`src/rtl/aes_round_sequencer.sv`:
```
// AES round controller: on an accepted start it walks round 0..Nr (cipher) then Nr+1..2*Nr
// (decipher) at a prescaled rate, then holds at 2*Nr until the next valid start.
module aes_round_sequencer #(
   parameter int STEP_DIV = 1,
   parameter int NR_BASE  = 10
) (
   input  logic       clk_i,
   input  logic       rst_i,
   input  logic       start_i,
   input  logic [1:0] key_sel_i,
   input  logic       step_en_i,
   output logic [4:0] round_o,
   output logic [1:0] mode_o,
   output logic [3:0] nr_o,
   output logic       busy_o,
   output logic       enc_phase_o,
   output logic       dec_phase_o,
   output logic       enc_done_o,
   output logic       done_o,
   output logic       err_o
);

   localparam int PW = (STEP_DIV > 1) ? $clog2(STEP_DIV) : 1;

   typedef enum logic [1:0] {S_IDLE, S_ENC, S_DEC, S_HOLD} state_e;

   state_e          state_q, state_d;
   logic [4:0]      round_q, round_d;
   logic [1:0]      mode_q, mode_d;
   logic [3:0]      nr_q, nr_d;
   logic [PW-1:0]   psc_q, psc_d;
   logic            enc_done_q, enc_done_d;
   logic            done_q, done_d;
   logic            err_q, err_d;

   logic idle_or_hold, accept, reject, tick, last_enc, last_dec;

   always_comb begin
      idle_or_hold = (state_q == S_IDLE) || (state_q == S_HOLD);
      accept       = idle_or_hold && start_i && (key_sel_i != 2'd3);
      reject       = idle_or_hold && start_i && (key_sel_i == 2'd3);
      tick         = step_en_i && (psc_q == PW'(STEP_DIV - 1));
      last_enc     = (round_q == {1'b0, nr_q});
      last_dec     = (round_q == ({nr_q, 1'b0} - 5'd1));
   end

   // State register
   always_ff @(posedge clk_i) begin
      if (rst_i) state_q <= S_IDLE;
      else       state_q <= state_d;
   end

   // Next-state logic
   always_comb begin
      state_d = state_q;
      unique case (state_q)
         S_IDLE, S_HOLD: if (accept)             state_d = S_ENC;
         S_ENC:          if (tick && last_enc)   state_d = S_DEC;
         S_DEC:          if (tick && last_dec)   state_d = S_HOLD;
         default:                                state_d = S_IDLE;
      endcase
   end

   // Outputs decoded from registers only
   always_comb begin
      busy_o      = (state_q == S_ENC) || (state_q == S_DEC);
      enc_phase_o = (state_q != S_IDLE) && (round_q <= {1'b0, nr_q});
      dec_phase_o = (state_q != S_IDLE) && (round_q >  {1'b0, nr_q});
      round_o     = round_q;
      mode_o      = mode_q;
      nr_o        = nr_q;
      enc_done_o  = enc_done_q;
      done_o      = done_q;
      err_o       = err_q;
   end

   // Datapath next-state; a start accept overrides any same-cycle tick
   always_comb begin
      round_d    = round_q;
      mode_d     = mode_q;
      nr_d       = nr_q;
      psc_d      = psc_q;
      enc_done_d = 1'b0;
      done_d     = 1'b0;
      err_d      = reject;
      if (step_en_i) psc_d = tick ? '0 : psc_q + PW'(1);
      if (accept) begin
         round_d = '0;
         psc_d   = '0;
         mode_d  = key_sel_i;
         nr_d    = 4'(NR_BASE) + 4'({key_sel_i, 1'b0});
      end else if (tick && busy_o) begin
         round_d    = round_q + 5'd1;
         enc_done_d = (state_q == S_ENC) && last_enc;
         done_d     = (state_q == S_DEC) && last_dec;
      end
   end

   always_ff @(posedge clk_i) begin
      if (rst_i) begin
         round_q    <= '0;
         mode_q     <= '0;
         nr_q       <= 4'(NR_BASE);
         psc_q      <= '0;
         enc_done_q <= 1'b0;
         done_q     <= 1'b0;
         err_q      <= 1'b0;
      end else begin
         round_q    <= round_d;
         mode_q     <= mode_d;
         nr_q       <= nr_d;
         psc_q      <= psc_d;
         enc_done_q <= enc_done_d;
         done_q     <= done_d;
         err_q      <= err_d;
      end
   end

endmodule

```
`config.mk`:
```
export PLATFORM = sky130hd
export DESIGN_NAME = aes_round_sequencer
export DESIGN_NICKNAME = d
export VERILOG_FILES = /design/src/rtl/aes_round_sequencer.sv
export SDC_FILE = /design/constraint.sdc
export NUM_CORES = 1
export LEC_CHECK = 0
export BUFFER_PORTS_ARGS = -buffer_cell sky130_fd_sc_hd__clkbuf_2
export CAP_MARGIN = 20
export CORE_MARGIN = 4
export CORE_UTILIZATION = 34
export CTS_CLUSTER_SIZE = 16
export DETAILED_ROUTE_END_ITERATION = 12
export PLACE_DENSITY = 0.64
export RECOVER_POWER = 25
export SYNTH_ARGS = -nofsm -noshare
export SYNTH_HDL_FRONTEND = slang
export SYNTH_SLANG_ARGS = --single-unit
export TNS_END_PERCENT = 5
```
`constraint.sdc`:
```
create_clock -name clk_i -period 2.2 [get_ports clk_i]
set_input_delay 0.22 -clock clk_i [delete_from_list [all_inputs] [get_ports clk_i]]
set_output_delay 0.22 -clock clk_i [all_outputs]
set_load 0.005 [all_outputs]
```
==> results.ini, run 1 <==
[floorplan]
die_x_um = 58.8
die_y_um = 58.8
rows = 18
initial_core_util_pct = 35.5
die-area_sq_um = 3460
ios = 23
core-area_sq_um = 2480

[pwr]
power.internal_mw = 0.530
ir_worst_vdd_mv = 0.685
power_frac_comb_pct = 39.4
switching_power_mw = 0.293
power_density_nw_per_um2 = 809
p_sw_share_pct = 35.6
p_leak_nw = 0.445
pwr-share-clk_pct = 18.1
seqPwrFrac_pct = 42.6

[synth]
synth-seq-cells = 16
syn-num-nets = 112
synth_most_common_cell = dfxtp_1
syn_area_per_cell_sq_um = 9.15
synth.top_cell.area_share_pct = 36.5
synth_area_leaders = dfxtp_1, ha_1, nor2_1
ys.warnings.count = 0
async_reset_ff_share_pct = 0
dominantRegCellSynth = dfxtp_1
synth_top_area_cell = dfxtp_1
synthCells = 96
syn-cell-area_sq_um = 878
ys_seq_area_share_pct = 36.5
ys_types = 30
synth_edf_count = 0
synth_commonest_cells = dfxtp_1, nor2_1, ha_1

[clocking]
cts_root_buf = clkbuf_4
numCtsBuffers = 3
path_clk_slew_ns = 0.08
numClockSinks = 16
htreeDepth = 1
cts_tree = yes
clockBufferDepth = 2
cts_setup_buffers = 0
clock_latency_ns = 0.28
ctsHoldBuffers = 0
ctsResizeCount = 0

[sta]
period_minus_slack_ns = 1.95
setup_viol = 0
max_freq_ghz = 0.512
rsz0062_at_grt = false
tns_ns = 0
finalCritPeriodShare_pct = 88.7
finClkSkew_ns = 0.00204
slew_violations = 0
final-hold-violation-count = 0

[worst_setup_path]
cp_slowest_cell = dfxtp_1
end_kind = output port
crit_chain = inv_1 > ha_1 > and4_1 > a21oi_1 > nor2b_1 > clkbuf_2
crit_required_ns = 1.98
reg2reg_slack_ns = 0.28
path_max_fanout = 4
criticalPathCategory = reg -> out
cp_top_family = flip-flops
cp.arrival_ns = 1.73
slowest_delay_ns = 0.39
cp.buffers_inverters = 2
cp-start-kind = register

[final_layout]
syn_to_final_growth_pct = 15.8
antennaDiodeCount = 0
fin_nets = 134
multi_input_area_sq_um = 513
drive_above_1_share_pct = 19.0
n_fill_cell = 251
seq_area_sq_um = 320
fin_util_pct = 41.1

[global_route]
grt_pass1_wl_um = 2950
grt_pass1_vias = 692
overflow = 0
gr-usage-all-layers_pct = 11.1
antenna_found_initial = 0
grt_max_degree = 12

[place]
place.gp.congestion = 0.752
hpwl_um = 1360
io_buffers = 21

[routing]
wl_um = 1740
drt_iter0_markers = 20
detail-route-antenna-nets = 0
wl_per_cell_um = 11.9
drtPass1Iterations = 4
avgViaCountPerCell = 4.72
drc = 0
vias = 689

[run]
drv_cap = 0

[hold_path]
hold_path.class = in -> reg

[status]
status = finished, final reports clean

-- worst reg2reg max path, stage by stage, from the launching register on --
cell and delay [ns]:
dfxtp_1 0.42, inv_1 0.07, ha_1 0.32, xor2_2 0.12, nand4_1 0.18, a221oi_2 0.35, mux2_1 0.35
-- final cells by class --
cell class,count,area share (%)
clock buffer,3,2.21
inverter,7,2.58
multi-input combinational,69,50.4
sequential,16,31.5
tap,30,3.69
timing repair buffer,21,9.59
-- placed cells by master (no fill, tap or decap), types with 5 or more instances in the layout --
cell,n
ha_1,10
inv_1,7
dfxtp_1,16
clkbuf_2,15
nor2_1,15
clkbuf_1,5
-- power by group through the flow --
| stage | registers, mW | clock network (mW) | logic (mW) |
|---|---|---|---|
| after floorplan | 0.352 | 0 | 0.246 |
| after global placement | 0.354 | 0 | 0.324 |
| after detailed placement | 0.358 | 0 | 0.330 |
| after CTS | 0.352 | 0.156 | 0.331 |
| after global routing | 0.356 | 0.165 | 0.363 |
| final | 0.350 | 0.149 | 0.324 |
-- stage by stage --
stage | worst slack (ns) | area [sq um] | instances | power [mW] | hold slack, ns
after floorplan | 0.459 | 878 | 96 | 0.598 | 0.296
after detailed placement | 0.293 | 1000 | 143 | 0.688 | 0.420
after CTS | 0.240 | 1020 | 146 | 0.838 | 0.117
after global placement | 0.322 | 1000 | 143 | 0.679 | 0.432
after global routing | 0.148 | 1020 | 146 | 0.885 | 0.132
final | 0.249 | 1020 | 146 | 0.823 | 0.123
-- state kept, by name (all words and copies together), names as in the netlist --
| name | count |
|---|---|
| mode_o | 2 |
| state_q | 2 |
| round_o | 5 |
| psc_q | 1 |
| enc_done_o | 1 |
| err_o | 1 |
| done_o | 1 |
| nr_o | 3 |
-- final timing paths --
| path | endpoint | depth (start not counted) | from |
|---|---|---|---|
| setup / recovery | dec_phase_o | 6 | round_o[1]$_SDFFE_PP0N_ |
| hold reg to reg | mode_o[0]$_SDFFE_PP0P_ | 2 | mode_o[0]$_SDFFE_PP0P_ |
| setup reg to reg | state_q[0]$_SDFFE_PP0P_ | 6 | nr_o[1]$_SDFFE_PP1P_ |
| hold / removal | psc_q$_SDFFE_PP0P_ | 2 | step_en_i |
-- per-layer routing --
metal	track usage [%]	vias up	part of all wire, %
met5	0	-	0
met4	2.91	0	1.2
met3	5.48	2	7.4
met2	17.7	17	44
met1	13.2	313	47
li1	-	357	-
-- cells by family (layout without fill, tap and decap cells) --
group / after synthesis / count (layout) / share of synthesized area [%]
other cells: 1 / 1 / 0.427
simple gates: 40 / 40 / 24.9
xor+xnor: 7 / 7 / 9.40
buf+inv: 11 / 31 / 5.13
fa+ha+maj: 10 / 10 / 14.2
mux: 3 / 3 / 3.56
compound gates: 8 / 8 / 5.84
flops: 16 / 16 / 36.5
Note: power is estimated with default switching activity, not from simulation.
==> inputs of run 2 (changes only) <==
--- a/config.mk
+++ b/config.mk
@@ -5,13 +5,15 @@
 export SDC_FILE = /design/constraint.sdc
 export NUM_CORES = 1
 export LEC_CHECK = 0
+export ABC_AREA = 1
 export BUFFER_PORTS_ARGS = -buffer_cell sky130_fd_sc_hd__clkbuf_2
 export CAP_MARGIN = 20
+export CORE_ASPECT_RATIO = 2
 export CORE_MARGIN = 4
 export CORE_UTILIZATION = 34
 export CTS_CLUSTER_SIZE = 16
 export DETAILED_ROUTE_END_ITERATION = 12
-export PLACE_DENSITY = 0.64
+export PLACE_DENSITY = 0.63
 export RECOVER_POWER = 25
 export SYNTH_ARGS = -nofsm -noshare
 export SYNTH_HDL_FRONTEND = slang
==> run 2 against run 1 <==
Flip-flop and latch count did not move; worst hold slack improved by 0.034 ns; global-route usage rose by 1.2 points; register-to-register slack improved by 0.22 ns; via count rose by 22%; sequential share of layout area fell by 2.2 points; clock skew barely moved; wire length rose by 16%; synthesized cell count rose by 26%; power rose by 37%; non-clock buffer count did not move; clock-buffer cell count rose by 1; critical path type unchanged; critical endpoint unchanged.
==> results.ini, run 2 <==
[status]
status = finished, final reports clean  ; unchanged

[clocking]
numClockSinks = 16  ; unchanged
numCtsBuffers = 3  ; unchanged
clockBufferDepth = 2  ; unchanged
clock_latency_ns = 0.25  ; was 0.28 ns
cts_setup_buffers = 0  ; unchanged
ctsResizeCount = 0  ; unchanged
ctsHoldBuffers = 0  ; unchanged
cts_tree = yes  ; unchanged
htreeDepth = 1  ; unchanged
cts_root_buf = clkbuf_8  ; was clkbuf_4
path_clk_slew_ns = 0.07  ; was 0.08 ns

[pwr]
p_leak_nw = 0.523  ; was 0.445 nW
power.internal_mw = 0.689  ; was 0.530 mW
p_sw_share_pct = 38.8  ; was 35.6%
seqPwrFrac_pct = 34.1  ; was 42.6%
pwr-share-clk_pct = 23.6  ; was 18.1%
power_frac_comb_pct = 42.3  ; was 39.4%
total_power_mw = 1.13  ; was 0.823 mW
ir_worst_vdd_mv = 0.512  ; was 0.685 mV
switching_power_mw = 0.438  ; was 0.293 mW
power_density_nw_per_um2 = 1030  ; was 809 nW/um^2

[synth]
synth_top_area_cell = dfxtp_1  ; unchanged
syn-cell-area_sq_um = 910  ; was 878 sq um
ys.warnings.count = 0  ; unchanged
syn_area_per_cell_sq_um = 7.52  ; was 9.15 sq um
synthCells = 121  ; was 96
synth_commonest_cells = inv_1, nand2_1, dfxtp_1  ; was dfxtp_1, nor2_1, ha_1
ys_seq_area_share_pct = 35.2  ; was 36.5%
synth-seq-cells = 16  ; unchanged
synth_most_common_cell = inv_1  ; was dfxtp_1
async_reset_ff_share_pct = 0  ; unchanged
synth_area_leaders = dfxtp_1, ha_1, inv_1  ; was dfxtp_1, ha_1, nor2_1
dominantRegCellSynth = dfxtp_1  ; unchanged
syn-num-nets = 137  ; was 112
ys_types = 21  ; was 30
synth_edf_count = 0  ; unchanged
synth.top_cell.area_share_pct = 35.2  ; was 36.5%

[hold_path]
hp-start = rst_i  ; was step_en_i
hold_path.class = in -> reg  ; unchanged

[sta]
final-hold-violation-count = 0  ; unchanged
worst_slack_ns = 0.222  ; was 0.249 ns
finalCritPeriodShare_pct = 89.9  ; was 88.7%
period_minus_slack_ns = 1.98  ; was 1.95 ns
max_freq_ghz = 0.506  ; was 0.512 GHz
rsz0062_at_grt = false  ; unchanged
tns_ns = 0  ; unchanged
setup_viol = 0  ; unchanged
finClkSkew_ns = 0.00155  ; was 0.00204 ns
slew_violations = 0  ; unchanged

[floorplan]
core-area_sq_um = 2570  ; was 2480 sq um
die_y_um = 81.2  ; was 58.8 um
ios = 23  ; unchanged
die_x_um = 44.6  ; was 58.8 um
initial_core_util_pct = 35.4  ; was 35.5%
die-area_sq_um = 3620  ; was 3460 sq um
rows = 26  ; was 18

[global_route]
gr-usage-all-layers_pct = 12.3  ; was 11.1%
overflow = 0  ; unchanged
grt_pass1_wl_um = 3270  ; was 2950 um
antenna_found_initial = 0  ; unchanged
grt_max_degree = 10  ; was 12
grt_pass1_vias = 787  ; was 692

[worst_setup_path]
crit_required_ns = 1.98  ; about the same
r2r-start = state_q[0]$_SDFFE_PP0P_  ; was nr_o[1]$_SDFFE_PP1P_
cp.arrival_ns = 1.76  ; was 1.73 ns
cp-start-kind = register  ; unchanged
criticalPathCategory = reg -> out  ; unchanged
end_kind = output port  ; unchanged
startpoint = round_o[2]$_SDFFE_PP0N_  ; was round_o[1]$_SDFFE_PP0N_
path_max_fanout = 8  ; was 4

[run]
drv_cap = 0  ; unchanged

[routing]
wl_um = 2020  ; was 1740 um
drc = 0  ; unchanged
avgViaCountPerCell = 4.87  ; was 4.72
drtPass1Iterations = 4  ; unchanged
wl_per_cell_um = 11.7  ; was 11.9 um
vias = 843  ; was 689
detail-route-antenna-nets = 0  ; unchanged
drt_iter0_markers = 17  ; was 20

[final_layout]
antennaDiodeCount = 0  ; unchanged
drive_above_1_share_pct = 22.1  ; was 19.0%
fin_util_pct = 42.5  ; was 41.1%
fin_nets = 162  ; was 134
layout_common_cells = inv_1, nand2_1, clkbuf_2, dfxtp_1, nor2_1  ; was dfxtp_1, nor2_1, clkbuf_2, ha_1, inv_1
syn_to_final_growth_pct = 20.1  ; was 15.8%
n_fill_cell = 284  ; was 251
seq_area_sq_um = 320  ; unchanged
multi_input_area_sq_um = 495  ; was 513 sq um
largest_reg_flops = 5  ; unchanged
mostFrequentLayoutCell = inv_1  ; was dfxtp_1

[place]
hpwl_um = 1700  ; was 1360 um
io_buffers = 21  ; unchanged
dp_worst_setup_slack_ns = 0.491  ; was 0.293 ns
place.gp.congestion = 0.793  ; was 0.752

[run 2: cell types whose count changed after synthesis, moves of 3 or more]
cell	before	now
nand2_2	0	3
nand3_1	0	9
a21oi_1	4	7
xor2_1	4	1
nand4_1	4	1
clkbuf_1	3	0
o21ai_0	2	9
nand2b_1	4	0
nor2b_1	4	0
nand2_1	4	18
inv_1	7	21
[run 2: cells by family after synthesis]
logic type / count (synthesis) / synth area share [%]
xor+xnor: 1 / 0.963
simple gates: 51 / 27.9
flops: 16 / 35.2
fa+ha+maj: 10 / 13.8
buf+inv: 24 / 10.3
other cells: 1 / 0.412
compound gates: 18 / 11.4
[run 2: through the flow]
stage | instances | hold slack (ns) | area, sq um
2_1_floorplan | 121 | 0.292 | 910
3_3_place_gp | 169 | 0.424 | 1040
3_5_place_dp | 169 | 0.423 | 1040
4_1_cts | 173 | 0.154 | 1100
5_1_grt | 173 | 0.149 | 1090
6_report | 173 | 0.157 | 1090
[run 2: final timing paths]
check,slack (ns),endpoint,depth (start not counted)
min,0.16,err_o$_SDFF_PP0_,2
min reg2reg,0.46,psc_q$_SDFFE_PP0P_,2
max,0.22,dec_phase_o,8
max reg2reg,0.50,state_q[1]$_SDFFE_PP0P_,8
[run 2: final cells by class]
| cell class | count | share of cell area, % |
|---|---|---|
| clock buffers | 4 | 5.04 |
| inverters | 23 | 7.90 |
| multi-input cells | 81 | 45.4 |
| flip-flops and latches | 16 | 29.3 |
| well taps | 28 | 3.21 |
| repair buffers | 21 | 9.16 |
[run 2: layer usage]
layer | part of all wire, % | GRT usage (%) | vias up | wire length (um)
met5 | 0 | 0 | - | 0
met1 | 36 | 10.9 | 388 | 733
met4 | 2.9 | 7.55 | 0 | 58
met2 | 57 | 23.9 | 19 | 1150
li1 | - | - | 429 | -
met3 | 3.9 | 1.55 | 7 | 78
[run 2: critical path: stages, from the launching register on]
cell	delay, ns
dfxtp_1	0.49
ha_1	0.30
nand2_1	0.07
nor2_1	0.05
nand3_1	0.08
a21boi_0	0.26
inv_1	0.07
nor2_1	0.08
clkbuf_2	0.11
[run 2: power groups by stage]
stage | combinational (mW) | clock [mW] | sequential [mW]
3_3_place_gp | 0.480 | 0 | 0.388
4_1_cts | 0.493 | 0.271 | 0.384
6_report | 0.477 | 0.266 | 0.384
2_1_floorplan | 0.337 | 0 | 0.388
5_1_grt | 0.543 | 0.288 | 0.391
3_5_place_dp | 0.490 | 0 | 0.390
